==> config.mk <==
export PLATFORM = sky130hd
export DESIGN_NAME = mdu_sequencer
export DESIGN_NICKNAME = d
export VERILOG_FILES = /design/src/rtl/mdu_sequencer_pkg.sv /design/src/rtl/mdu_div_step.sv /design/src/rtl/mdu_sequencer.sv
export SDC_FILE = /design/constraint.sdc
export NUM_CORES = 2
export LEC_CHECK = 0
export CAP_MARGIN = 30
export CORE_MARGIN = 4
export CORE_UTILIZATION = 50
export DETAILED_ROUTE_END_ITERATION = 7
export DONT_BUFFER_PORTS = 1
export PLACE_DENSITY = 0.68
export SYNTH_ARGS = -nofsm -noshare
export SYNTH_HDL_FRONTEND = slang
export SYNTH_SLANG_ARGS = --single-unit
==> constraint.sdc <==
create_clock -name clk -period 10.6 [get_ports clk]
set_input_delay 2.12 -clock clk [delete_from_list [all_inputs] [get_ports clk]]
set_output_delay 2.12 -clock clk [all_outputs]
set_load 0.01 [all_outputs]
==> src/rtl/mdu_sequencer_pkg.sv <==
// Shared types for the multi-cycle multiply/divide sequencer.
package mdu_sequencer_pkg;

    localparam int unsigned MDU_CNT_W  = 7;
    localparam int unsigned MDU_WORD_W = 32;

    typedef enum logic [2:0] {
        MDU_MUL  = 3'd0,
        MDU_DIV  = 3'd1,
        MDU_DIVU = 3'd2,
        MDU_REM  = 3'd3,
        MDU_REMU = 3'd4
    } mdu_op_t;

    typedef enum logic [1:0] {
        IDLE = 2'd0,
        CALC = 2'd1,
        DONE = 2'd2
    } mdu_state_t;

    // Control fields latched with an accepted op.
    typedef struct packed {
        mdu_op_t op;
        logic    is_word;
    } mdu_ctl_t;

    function automatic logic op_is_signed(input mdu_op_t op);
        return (op == MDU_DIV) || (op == MDU_REM);
    endfunction

    function automatic logic op_is_rem(input mdu_op_t op);
        return (op == MDU_REM) || (op == MDU_REMU);
    endfunction

    function automatic logic op_is_div(input mdu_op_t op);
        return op != MDU_MUL;
    endfunction

endpackage

==> src/rtl/mdu_div_step.sv <==
// One bit of restoring division: shift the next dividend bit into the
// partial remainder and subtract the divisor if it fits.
module mdu_div_step #(
    parameter int unsigned XLEN = 64
) (
    input  logic [XLEN-1:0] rem,
    input  logic [XLEN-1:0] quo,
    input  logic [XLEN-1:0] dvs,
    output logic [XLEN-1:0] rem_next,
    output logic [XLEN-1:0] quo_next
);

    logic [XLEN:0] trial;
    logic [XLEN:0] diff;

    // Trial subtract; the borrow bit decides the quotient bit.
    always_comb begin
        trial = {rem, quo[XLEN-1]};
        diff  = trial - {1'b0, dvs};
        if (!diff[XLEN]) begin
            rem_next = diff[XLEN-1:0];
            quo_next = {quo[XLEN-2:0], 1'b1};
        end else begin
            rem_next = trial[XLEN-1:0];
            quo_next = {quo[XLEN-2:0], 1'b0};
        end
    end

endmodule

==> src/rtl/mdu_sequencer.sv <==
// Multi-cycle multiply/divide sequencer, one bit per cycle.
// Optional feature macro: MDU_EARLY_OUT_EN (MUL leaves CALC once the
// remaining multiplier is zero).
module mdu_sequencer
    import mdu_sequencer_pkg::*;
#(
    parameter int unsigned XLEN = 64
) (
    input  logic            clk,
    input  logic            reset,
    input  logic            req_valid,
    output logic            req_ready,
    input  logic [2:0]      req_op,
    input  logic            req_is_word,
    input  logic [XLEN-1:0] req_a,
    input  logic [XLEN-1:0] req_b,
    input  logic            flush,
    output logic            resp_valid,
    input  logic            resp_ready,
    output logic [XLEN-1:0] resp_data,
    output logic            busy
);

    localparam int unsigned HI_W = XLEN - MDU_WORD_W;

    mdu_state_t      state;
    mdu_ctl_t        ctl;
    logic [MDU_CNT_W-1:0] cnt;
    logic [XLEN-1:0] acc;   // product accumulator / partial remainder
    logic [XLEN-1:0] sh;    // remaining multiplier / dividend-quotient shifter
    logic [XLEN-1:0] opnd;  // shifted multiplicand / divisor magnitude
    logic            neg_q;
    logic            neg_r;

    // Sign-extend the low word for word ops, pass through otherwise.
    function automatic logic [XLEN-1:0] fit(input logic w, input logic [XLEN-1:0] x);
        return w ? {{HI_W{x[MDU_WORD_W-1]}}, x[MDU_WORD_W-1:0]} : x;
    endfunction

    // Request-side decode
    mdu_op_t                 in_op;
    logic                    in_signed;
    logic                    a_neg;
    logic                    b_neg;
    logic [XLEN-1:0]         a_mag;
    logic [XLEN-1:0]         b_mag;
    logic [MDU_WORD_W-1:0]   a_lo;
    logic [MDU_WORD_W-1:0]   b_lo;
    logic                    b_zero;
    logic                    ovf;
    logic                    special;
    logic [XLEN-1:0]         spec_res;
    logic [XLEN-1:0]         start_sh;
    logic [XLEN-1:0]         start_opnd;

    // Operand decode at the accept edge: magnitudes, special cases, start values.
    always_comb begin
        in_op     = mdu_op_t'(req_op);
        in_signed = op_is_signed(in_op);
        a_lo      = req_a[MDU_WORD_W-1:0];
        b_lo      = req_b[MDU_WORD_W-1:0];
        if (req_is_word) begin
            a_neg  = in_signed & a_lo[MDU_WORD_W-1];
            b_neg  = in_signed & b_lo[MDU_WORD_W-1];
            a_mag  = {{HI_W{1'b0}}, (a_neg ? -a_lo : a_lo)};
            b_mag  = {{HI_W{1'b0}}, (b_neg ? -b_lo : b_lo)};
            b_zero = (b_lo == '0);
            ovf    = in_signed && (a_lo == {1'b1, {(MDU_WORD_W-1){1'b0}}}) && (b_lo == '1);
        end else begin
            a_neg  = in_signed & req_a[XLEN-1];
            b_neg  = in_signed & req_b[XLEN-1];
            a_mag  = a_neg ? -req_a : req_a;
            b_mag  = b_neg ? -req_b : req_b;
            b_zero = (req_b == '0);
            ovf    = in_signed && (req_a == {1'b1, {(XLEN-1){1'b0}}}) && (req_b == '1);
        end
        special = op_is_div(in_op) && (b_zero || ovf);
        if (op_is_rem(in_op)) begin
            spec_res = b_zero ? fit(req_is_word, req_a) : '0;
        end else begin
            spec_res = b_zero ? '1 : fit(req_is_word, req_a);
        end
        if (op_is_div(in_op)) begin
            start_sh   = req_is_word ? {a_mag[MDU_WORD_W-1:0], {MDU_WORD_W{1'b0}}} : a_mag;
            start_opnd = b_mag;
        end else begin
            start_sh   = req_is_word ? {{HI_W{1'b0}}, b_lo} : req_b;
            start_opnd = req_a;
        end
    end

    // Iteration datapath
    logic [XLEN-1:0] mul_acc_nxt;
    logic [XLEN-1:0] mul_sh_nxt;
    logic [XLEN-1:0] mul_opnd_nxt;
    logic [XLEN-1:0] div_rem_nxt;
    logic [XLEN-1:0] div_quo_nxt;
    logic            last_step;
    logic            calc_done;
    logic [XLEN-1:0] calc_res;

    mdu_div_step #(.XLEN(XLEN)) u_div_step (
        .rem      (acc),
        .quo      (sh),
        .dvs      (opnd),
        .rem_next (div_rem_nxt),
        .quo_next (div_quo_nxt)
    );

    // Shift-add step, exit condition and final result formatting.
    always_comb begin
        mul_acc_nxt  = acc + (sh[0] ? opnd : '0);
        mul_sh_nxt   = sh >> 1;
        mul_opnd_nxt = opnd << 1;
        last_step    = (cnt == (ctl.is_word ? MDU_CNT_W'(MDU_WORD_W - 1) : MDU_CNT_W'(XLEN - 1)));
`ifdef MDU_EARLY_OUT_EN
        calc_done    = last_step || ((ctl.op == MDU_MUL) && (mul_sh_nxt == '0));
`else
        calc_done    = last_step;
`endif
        case (ctl.op)
            MDU_MUL:           calc_res = fit(ctl.is_word, mul_acc_nxt);
            MDU_REM, MDU_REMU: calc_res = fit(ctl.is_word, neg_r ? -div_rem_nxt : div_rem_nxt);
            default:           calc_res = fit(ctl.is_word, neg_q ? -div_quo_nxt : div_quo_nxt);
        endcase
    end

    // Sequencer FSM with registered handshake outputs.
    always_ff @(posedge clk or posedge reset) begin
        if (reset) begin
            state      <= IDLE;
            ctl        <= '0;
            cnt        <= '0;
            acc        <= '0;
            sh         <= '0;
            opnd       <= '0;
            neg_q      <= 1'b0;
            neg_r      <= 1'b0;
            req_ready  <= 1'b1;
            resp_valid <= 1'b0;
            resp_data  <= '0;
            busy       <= 1'b0;
        end else if (flush) begin
            state      <= IDLE;
            cnt        <= '0;
            req_ready  <= 1'b1;
            resp_valid <= 1'b0;
            busy       <= 1'b0;
        end else begin
            case (state)
                IDLE: begin
                    if (req_valid) begin
                        ctl.op      <= in_op;
                        ctl.is_word <= req_is_word;
                        cnt         <= '0;
                        busy        <= 1'b1;
                        req_ready   <= 1'b0;
                        if (special) begin
                            state      <= DONE;
                            resp_valid <= 1'b1;
                            resp_data  <= spec_res;
                        end else begin
                            state <= CALC;
                            acc   <= '0;
                            sh    <= start_sh;
                            opnd  <= start_opnd;
                            neg_q <= a_neg ^ b_neg;
                            neg_r <= a_neg;
                        end
                    end
                end
                CALC: begin
                    cnt <= cnt + MDU_CNT_W'(1);
                    if (ctl.op == MDU_MUL) begin
                        acc  <= mul_acc_nxt;
                        sh   <= mul_sh_nxt;
                        opnd <= mul_opnd_nxt;
                    end else begin
                        acc <= div_rem_nxt;
                        sh  <= div_quo_nxt;
                    end
                    if (calc_done) begin
                        state      <= DONE;
                        resp_valid <= 1'b1;
                        resp_data  <= calc_res;
                    end
                end
                DONE: begin
                    if (resp_ready) begin
                        state      <= IDLE;
                        resp_valid <= 1'b0;
                        busy       <= 1'b0;
                        req_ready  <= 1'b1;
                    end
                end
                default: begin
                    state      <= IDLE;
                    req_ready  <= 1'b1;
                    resp_valid <= 1'b0;
                    busy       <= 1'b0;
                end
            endcase
        end
    end

endmodule

# == Word level (Yosys, flattened, before mapping) ==
# Index checks and enable logic that the tools add are counted.
# totals
input_bits,137
word_cells,142
ff_bits,274
output_inout_bits,67
# classes
muxes,66
n_bitwise,7
n_eq_ne,22
reduce_logical,25
n_addsub,9
# ops
op,n
64-bit two-way mux,31
64-bit case mux with 2 select lines,5
64-bit negator,4
64-bit equality test (second input constant),2
65-bit by 64-bit subtractor with 65-bit output,1
64-bit adder,1
32-bit equality test (second input constant),2
64-bit zero test,1
32-bit two-way mux,2
32-bit negator,2
32-bit zero test,1
1-bit two-way mux,15
7-bit two-way mux,2
7-bit case mux with 2 select lines,1
2-bit inequality test (second input constant),6
3-bit inequality test (second input constant),4
4-bit AND reduction,3
2-bit two-way mux,5
5-bit AND reduction,2
1-bit case mux with 3 select lines,3
3-bit AND reduction,3
7-bit by 1-bit adder with 7-bit output (second input constant),1
7-bit by 6-bit equality test with 1-bit output,1
3-bit by 2-bit equality test with 1-bit output (second input constant),2
17 further kinds,29

# == Depth between registers and ports, before layout ==
# logic_depth
word_depth,11
mapped_depth,29

# == Cells and area by module ==
# A second synthesis with hierarchy kept.
# hier_totals
hier_cells,4267
area_unflattened_um2,31709.2
# modules_own_cells
module,area_each_um2,instances,seq_area_each_um2,cells_per_inst
mdu_sequencer,26095.0,1,6857.8,3515
mdu_div_step,5614.1,1,0.0,752

# == Worst setup path before layout ==
# Ideal clock, no wire load.
# synth_timing
path_kind,reg-to-reg
start,register sh[63]
end,register resp_data[46]
arrival_ps,5829
stages_incl_launch_ff,29
n_path_buf,3
path_slack_ps,4650
cell_sequence,dfrtp_1 > inv_1 > ha_1 > fa_1 > nand2b_1 > a21o_1 > a21boi_2 > a21boi_2 > a2111oi_4 > o21a_2 > nor2_4 > inv_2 > buf_2 > buf_2 > buf_1 > nor2_1 > a21oi_1 > ha_1 > nand3b_1 > or4_1 > or4_1 > a21oi_1 > a31o_2 > nand4_1 > o21ai_0 > xor2_1 > o21ai_0 > o2111ai_1 > a22o_1
# synth_between
elab_chain_len,8
elab_cells_between_ends,12
# synth_rtl
item,line_no,text
from (decl),mdu_sequencer.sv:30,logic [XLEN-1:0] sh;
from (signal assigned),mdu_sequencer.sv:165,sh <= start_sh;
from (signal assigned),mdu_sequencer.sv:176,sh <= mul_sh_nxt;
from (signal assigned),mdu_sequencer.sv:180,sh <= div_quo_nxt;
65-bit by 64-bit subtractor with 65-bit output,mdu_div_step.sv:19,"diff = trial - {1'b0, dvs};"
1-bit two-way mux or 64-bit two-way mux (tied branches),mdu_div_step.sv:20,if (!diff[XLEN]) begin
"64-bit negator, on equally long branches","mdu_sequencer.sv:124, mdu_sequencer.sv:123",
"64-bit two-way mux, on equally long branches","mdu_sequencer.sv:124, mdu_sequencer.sv:123",
64-bit two-way mux,mdu_sequencer.sv:37,"return w ? {{HI_W{x[MDU_WORD_W-1]}}, x[MDU_WORD_W-1:0]} : x;"
64-bit case mux with 2 select lines (*),mdu_sequencer.sv:121,case (ctl.op)
64-bit two-way mux (*),mdu_sequencer.sv:182,if (calc_done) begin
64-bit case mux with 2 select lines (*),mdu_sequencer.sv:150,case (state)
to (signal assigned),mdu_sequencer.sv:161,resp_data <= spec_res;
to (signal assigned),mdu_sequencer.sv:185,resp_data <= calc_res;
to (decl),mdu_sequencer.sv:20,"output logic [XLEN-1:0] resp_data,"
# Every way passes the cells marked *; elsewhere a longest branch is shown, timed or not. The select of a mux whose other input is x is not followed.
# A chain may end at the register's enable or synchronous reset.

# == Worst setup path in the final report ==
# layout_timing
start,register sh[63]
end,register resp_data[58]
# The elaborated chain is that of the path after synthesis.

==> out/results.md <==
| Quantity | This run |
|:---|:---|
| Number of buffers between clock root and the deepest sink | 3 |
| Reported net switching power | 6.35 mW |
| Post-synth EDFFs | 0 |
| Critical-path cell list | inv_1, ha_1, fa_1, nand2b_1, a21o_1, a21boi_2, a21boi_2, a2111oi_4, o21a_2, nor2_4, inv_2, nor2_1, a21oi_1, ha_1, inv_1, or4_1, o311ai_2, o21ai_0, a21oi_1, o21ai_0, xnor2_1, nand2_1, a31oi_1 |
| Critical path capture point type | flop |
| Number of pins with negative max-slew slack in the final report | 0 |
| Distinct cell type count after synthesis | 118 |
| HPWL after detailed placement | 112000 µm |
| Post_cts resized | 0 |
| Critical path data arrival time | 8.36 ns |
| Share of cells above drive strength 1 | 4.66% |
| Switching portion of total power | 58.2% |
| Synth Net Count | 4879 |
| I/O Pins | 204 |
| Total number of vias | 36.8k |
| Sequential share of power | 17.2% |
| Total leakage power | 13.8 nW |
| Hold Vio Cnt, Final | 0 |
| Count of fill cells added during filler insertion | 6504 |
| Power per cell area | 321 mW/mm² |
| Starting density of the core | 50.6% |
| Accumulated negative setup slack | 0 ns |
| Category of the worst setup path launch point | flop |
| Highest cell delay on the worst timing path | 0.82 ns |
| Via count of the first global-routing pass | 32.7k |
| Highest clock rate | 127 MHz |
| Insertion delay to the later sink of the worst-skew pair | 0.57 ns |
| Period utilisation layout | 74.3% |
| Max-cap check violation count | 0 |
| First-pass GRT wire length | 214000 µm |
| Flip-flop and latch count after synthesis | 274 |
| Total chip power | 10.9 mW |
| Sequential cell area in the final layout | 0.00686 mm² |
| Number of CTS-inserted buffers | 34 |
| Worst Tran Pin Value | 1.07 ns |
| Share of power burned in the clock network | 11.5% |
| Sequential area share after synthesis | 21.0% |
| Placeable Area | 0.0646 mm² |
| Global router's overall resource usage | 39.7% |
| Count of H-tree levels built during CTS | 2 |
| Most instantiated flip-flop cell in the synthesis netlist | sky130_fd_sc_hd__dfrtp_1 |
| DRT antenna net count | 0 |
| Maximum fanout along the worst path | 31 |
| Cell at the root of the clock tree | sky130_fd_sc_hd__clkbuf_16 |
| Final Critical Period | 7.87 ns |
| Maximum number of pins on one net before global-route repair | 172 |
| Via-to-Cell Ratio | 7.03 |
| Syn. warnings | 0 |
| Leftover overflow at the end of global routing | 0 |
| Post-synthesis average cell area | 7.09 µm² |
| Global placer's final weighted congestion | 1.03 |
| Number of buffer and inverter instances along the worst setup path | 3 |
| Async set-or-reset flop fraction in the synthesized netlist | 100% |
| Height of the die | 264 µm |
| Worst hold margin | 0.501 ns |
| Final clock skew | 0.0233 ns |
| Net count reported at finish | 4626 |
| Worst hold path class | reg2reg |
| First-iteration detailed-routing DRC count | 6107 |
| RSZ-0062 raised after global routing | no |
| Die footprint | 0.0695 mm² |
| Cell area after technology mapping | 0.0327 mm² |
| Area grow syn2layout | 4.09% |
| Length of the first detailed-routing pass in iterations | 6 |
| Number of buffers inserted for hold repair after clock tree synthesis | 0 |
| Multi-input gate area | 0.0239 mm² |
| Clock tree from TritonCTS | yes |
| Number of antenna violations at the first check in global routing | 3 |
| Slowest-stage cell, CP | sky130_fd_sc_hd__a21oi_1 |
| Wire length reported by the detailed router | 146000 µm |
| Clock input transition at the sequential cells of the worst setup and hold paths | 0.06 ns |
| Remaining routing DRC violations | 0 |
| Family of cells with the greatest summed delay on the critical path | compound AO/OA/AOI/OAI gates |
| Part of the total power dissipated in combinational logic | 71.3% |
| Row cnt | 93 |
| Status | finished, final reports clean |
| Worst VDD drop | 222 µV |
| Number of sinks handled by clock tree synthesis | 274 |
| Headroom to the max-slew limit | 28.2% |
| Gate count after technology mapping | 4607 |
| Number of failing setup endpoints in the final timing report | 0 |
| Input/output buffers | 0 |
| Post-CTS setup buffer count | 0 |
| Data required time at the worst endpoint | 11.09 ns |
| Average wire per cell in the routed design | 27.8 µm |
| Type of the setup path with the least slack | reg2reg |
| Internal power | 4.56 mW |
| Floorplan die width | 264 µm |
## worst register-to-register path, stage by stage (launching register included)
cell	delay, ns
sky130_fd_sc_hd__dfrtp_1	0.38
sky130_fd_sc_hd__inv_1	0.09
sky130_fd_sc_hd__ha_1	0.23
sky130_fd_sc_hd__fa_1	0.43
sky130_fd_sc_hd__nand2b_1	0.20
sky130_fd_sc_hd__a21o_1	0.26
sky130_fd_sc_hd__a21boi_2	0.28
sky130_fd_sc_hd__a21boi_2	0.18
sky130_fd_sc_hd__a2111oi_4	0.46
sky130_fd_sc_hd__o21a_2	0.41
sky130_fd_sc_hd__nor2_4	0.08
sky130_fd_sc_hd__inv_2	0.45
sky130_fd_sc_hd__nor2_1	0.11
sky130_fd_sc_hd__a21oi_1	0.25
sky130_fd_sc_hd__ha_1	0.32
sky130_fd_sc_hd__inv_1	0.12
sky130_fd_sc_hd__or4_1	0.67
sky130_fd_sc_hd__o311ai_2	0.68
sky130_fd_sc_hd__o21ai_0	0.49
sky130_fd_sc_hd__a21oi_1	0.82
sky130_fd_sc_hd__o21ai_0	0.32
sky130_fd_sc_hd__xnor2_1	0.29
sky130_fd_sc_hd__nand2_1	0.09
sky130_fd_sc_hd__a31oi_1	0.18
## sequential cells by signal (all words and copies together), names as in the netlist
register,count
sh,64
req_ready,1
opnd,64
cnt,7
acc,64
neg_q,1
neg_r,1
resp_valid,1
busy,1
resp_data,64
state,2
ctl,4
## power by group through the flow
stage | clock, mW | combinational, mW | sequential (mW)
final | 1.26 | 7.78 | 1.87
after global routing | 1.29 | 8.32 | 1.90
after CTS | 1.26 | 7.43 | 1.84
after detailed placement | 0 | 7.38 | 1.85
after global placement | 0 | 7.39 | 1.84
after floorplan | 0 | 5.43 | 1.62
## Yosys cell counts, types with 14 or more instances
cell type | count | area, µm²
sky130_fd_sc_hd__nand2_1 | 611 | 2290
sky130_fd_sc_hd__o21ai_0 | 483 | 2420
sky130_fd_sc_hd__nor2_1 | 412 | 1550
sky130_fd_sc_hd__a21oi_1 | 387 | 1940
sky130_fd_sc_hd__dfrtp_1 | 273 | 6830
sky130_fd_sc_hd__clkbuf_1 | 237 | 890
sky130_fd_sc_hd__xnor2_1 | 185 | 1620
sky130_fd_sc_hd__xor2_1 | 176 | 1540
sky130_fd_sc_hd__inv_1 | 144 | 541
sky130_fd_sc_hd__ha_1 | 133 | 1660
sky130_fd_sc_hd__a21o_1 | 112 | 841
sky130_fd_sc_hd__nor3_1 | 99 | 495
sky130_fd_sc_hd__a211oi_1 | 95 | 713
sky130_fd_sc_hd__nand3_1 | 95 | 475
sky130_fd_sc_hd__buf_2 | 80 | 400
sky130_fd_sc_hd__nand4_1 | 73 | 457
sky130_fd_sc_hd__o31ai_1 | 70 | 526
sky130_fd_sc_hd__or3_1 | 65 | 407
sky130_fd_sc_hd__a221oi_1 | 50 | 438
sky130_fd_sc_hd__o211ai_1 | 47 | 353
sky130_fd_sc_hd__a311oi_1 | 45 | 394
sky130_fd_sc_hd__a31oi_1 | 43 | 269
sky130_fd_sc_hd__nor4_1 | 43 | 269
sky130_fd_sc_hd__mux2i_1 | 42 | 420
sky130_fd_sc_hd__o21a_1 | 37 | 278
sky130_fd_sc_hd__o22ai_1 | 37 | 231
sky130_fd_sc_hd__nand2b_1 | 36 | 225
sky130_fd_sc_hd__a221o_1 | 33 | 330
sky130_fd_sc_hd__a22o_1 | 33 | 289
sky130_fd_sc_hd__o21ai_1 | 29 | 145
sky130_fd_sc_hd__nor2b_1 | 25 | 156
sky130_fd_sc_hd__or4_1 | 25 | 188
sky130_fd_sc_hd__o41ai_1 | 24 | 210
sky130_fd_sc_hd__and3_1 | 23 | 144
sky130_fd_sc_hd__and2_1 | 19 | 119
sky130_fd_sc_hd__or2_2 | 18 | 113
sky130_fd_sc_hd__o21bai_1 | 17 | 128
sky130_fd_sc_hd__o221ai_1 | 14 | 123
## path summary, 6_finish.rpt
path | start | end | slack [ns] | depth (start not counted)
worst min-delay path | cnt[2] | cnt[2] | 0.50 | 1
min in group asynchronous | reset | acc[7] | 1.28 | 1
worst max register to register | sh[63] | resp_data[58] | 2.73 | 23
worst max-delay path | sh[63] | resp_data[58] | 2.73 | 23
worst min register to register | cnt[2] | cnt[2] | 0.50 | 1
max in group asynchronous | reset | neg_q | 7.62 | 3
## final cells by class
| cell class | instances | share of cell area, % |
|---|---|---|
| Sequential cell | 274 | 20.2 |
| Clock buffer | 47 | 2.79 |
| Inverter | 148 | 1.66 |
| Antenna cell | 1 | 0.00736 |
| Tap cell | 855 | 3.15 |
| Timing Repair Buffer | 48 | 1.27 |
| Clock inverter | 14 | 0.570 |
| Multi-Input combinational cell | 3848 | 70.4 |
## logic make-up (layout without fill, tap and decap cells)
logic type / after synthesis / count (layout) / share of synthesized area, %
buffers and inverters: 485 / 257 / 5.98
xor gates and xnor gates: 361 / 361 / 9.68
adders and majority gates: 135 / 135 / 5.22
other: 0 / 1 / 0
DFF: 274 / 274 / 21.0
AOI/OAI and AO/OA: 1696 / 1696 / 33.7
muxes: 49 / 49 / 1.53
and+or+nand+nor: 1607 / 1607 / 22.9
## routing by layer
metal  global-route usage, %  vias up  wire length (µm)
met5                       0        -                13
met1                    57.2    17400             59800
met4                    16.1        2              7720
li1                        -    16400                 -
met2                    55.5     2572             58300
met3                    11.2      370             19900
## placed cells by master (no fill, tap or decap), drive strengths merged, types with 43 or more instances in the layout
cell | Yosys | final
xor2 | 176 | 176
nor3 | 102 | 102
ha | 133 | 133
o31ai | 71 | 71
xnor2 | 185 | 185
a21oi | 393 | 393
o21ai | 513 | 513
clkbuf | 239 | 47
inv | 146 | 148
a221oi | 52 | 52
o211ai | 51 | 51
nand3 | 95 | 95
or3 | 66 | 66
nand4 | 73 | 73
a31oi | 43 | 43
buf | 98 | 48
nand2 | 611 | 611
a21o | 113 | 113
nor2 | 414 | 414
dfrtp | 273 | 273
a211oi | 96 | 96
a311oi | 45 | 45
nor4 | 50 | 50
## stage by stage
step | instances | utilization (%) | instance area [µm²] | worst slack [ns]
finish | 5235 | 52.7 | 34000 | 2.73
global route | 5234 | 52.7 | 34000 | 2.53
CTS | 5233 | 52.6 | 34000 | 3.08
detailed placement | 5172 | 50.8 | 32800 | 3.09
global placement | 5169 | 50.8 | 32800 | 3.08
floorplan | 4607 | - | 32700 | 0.930
(Power assumes the default switching activity.)
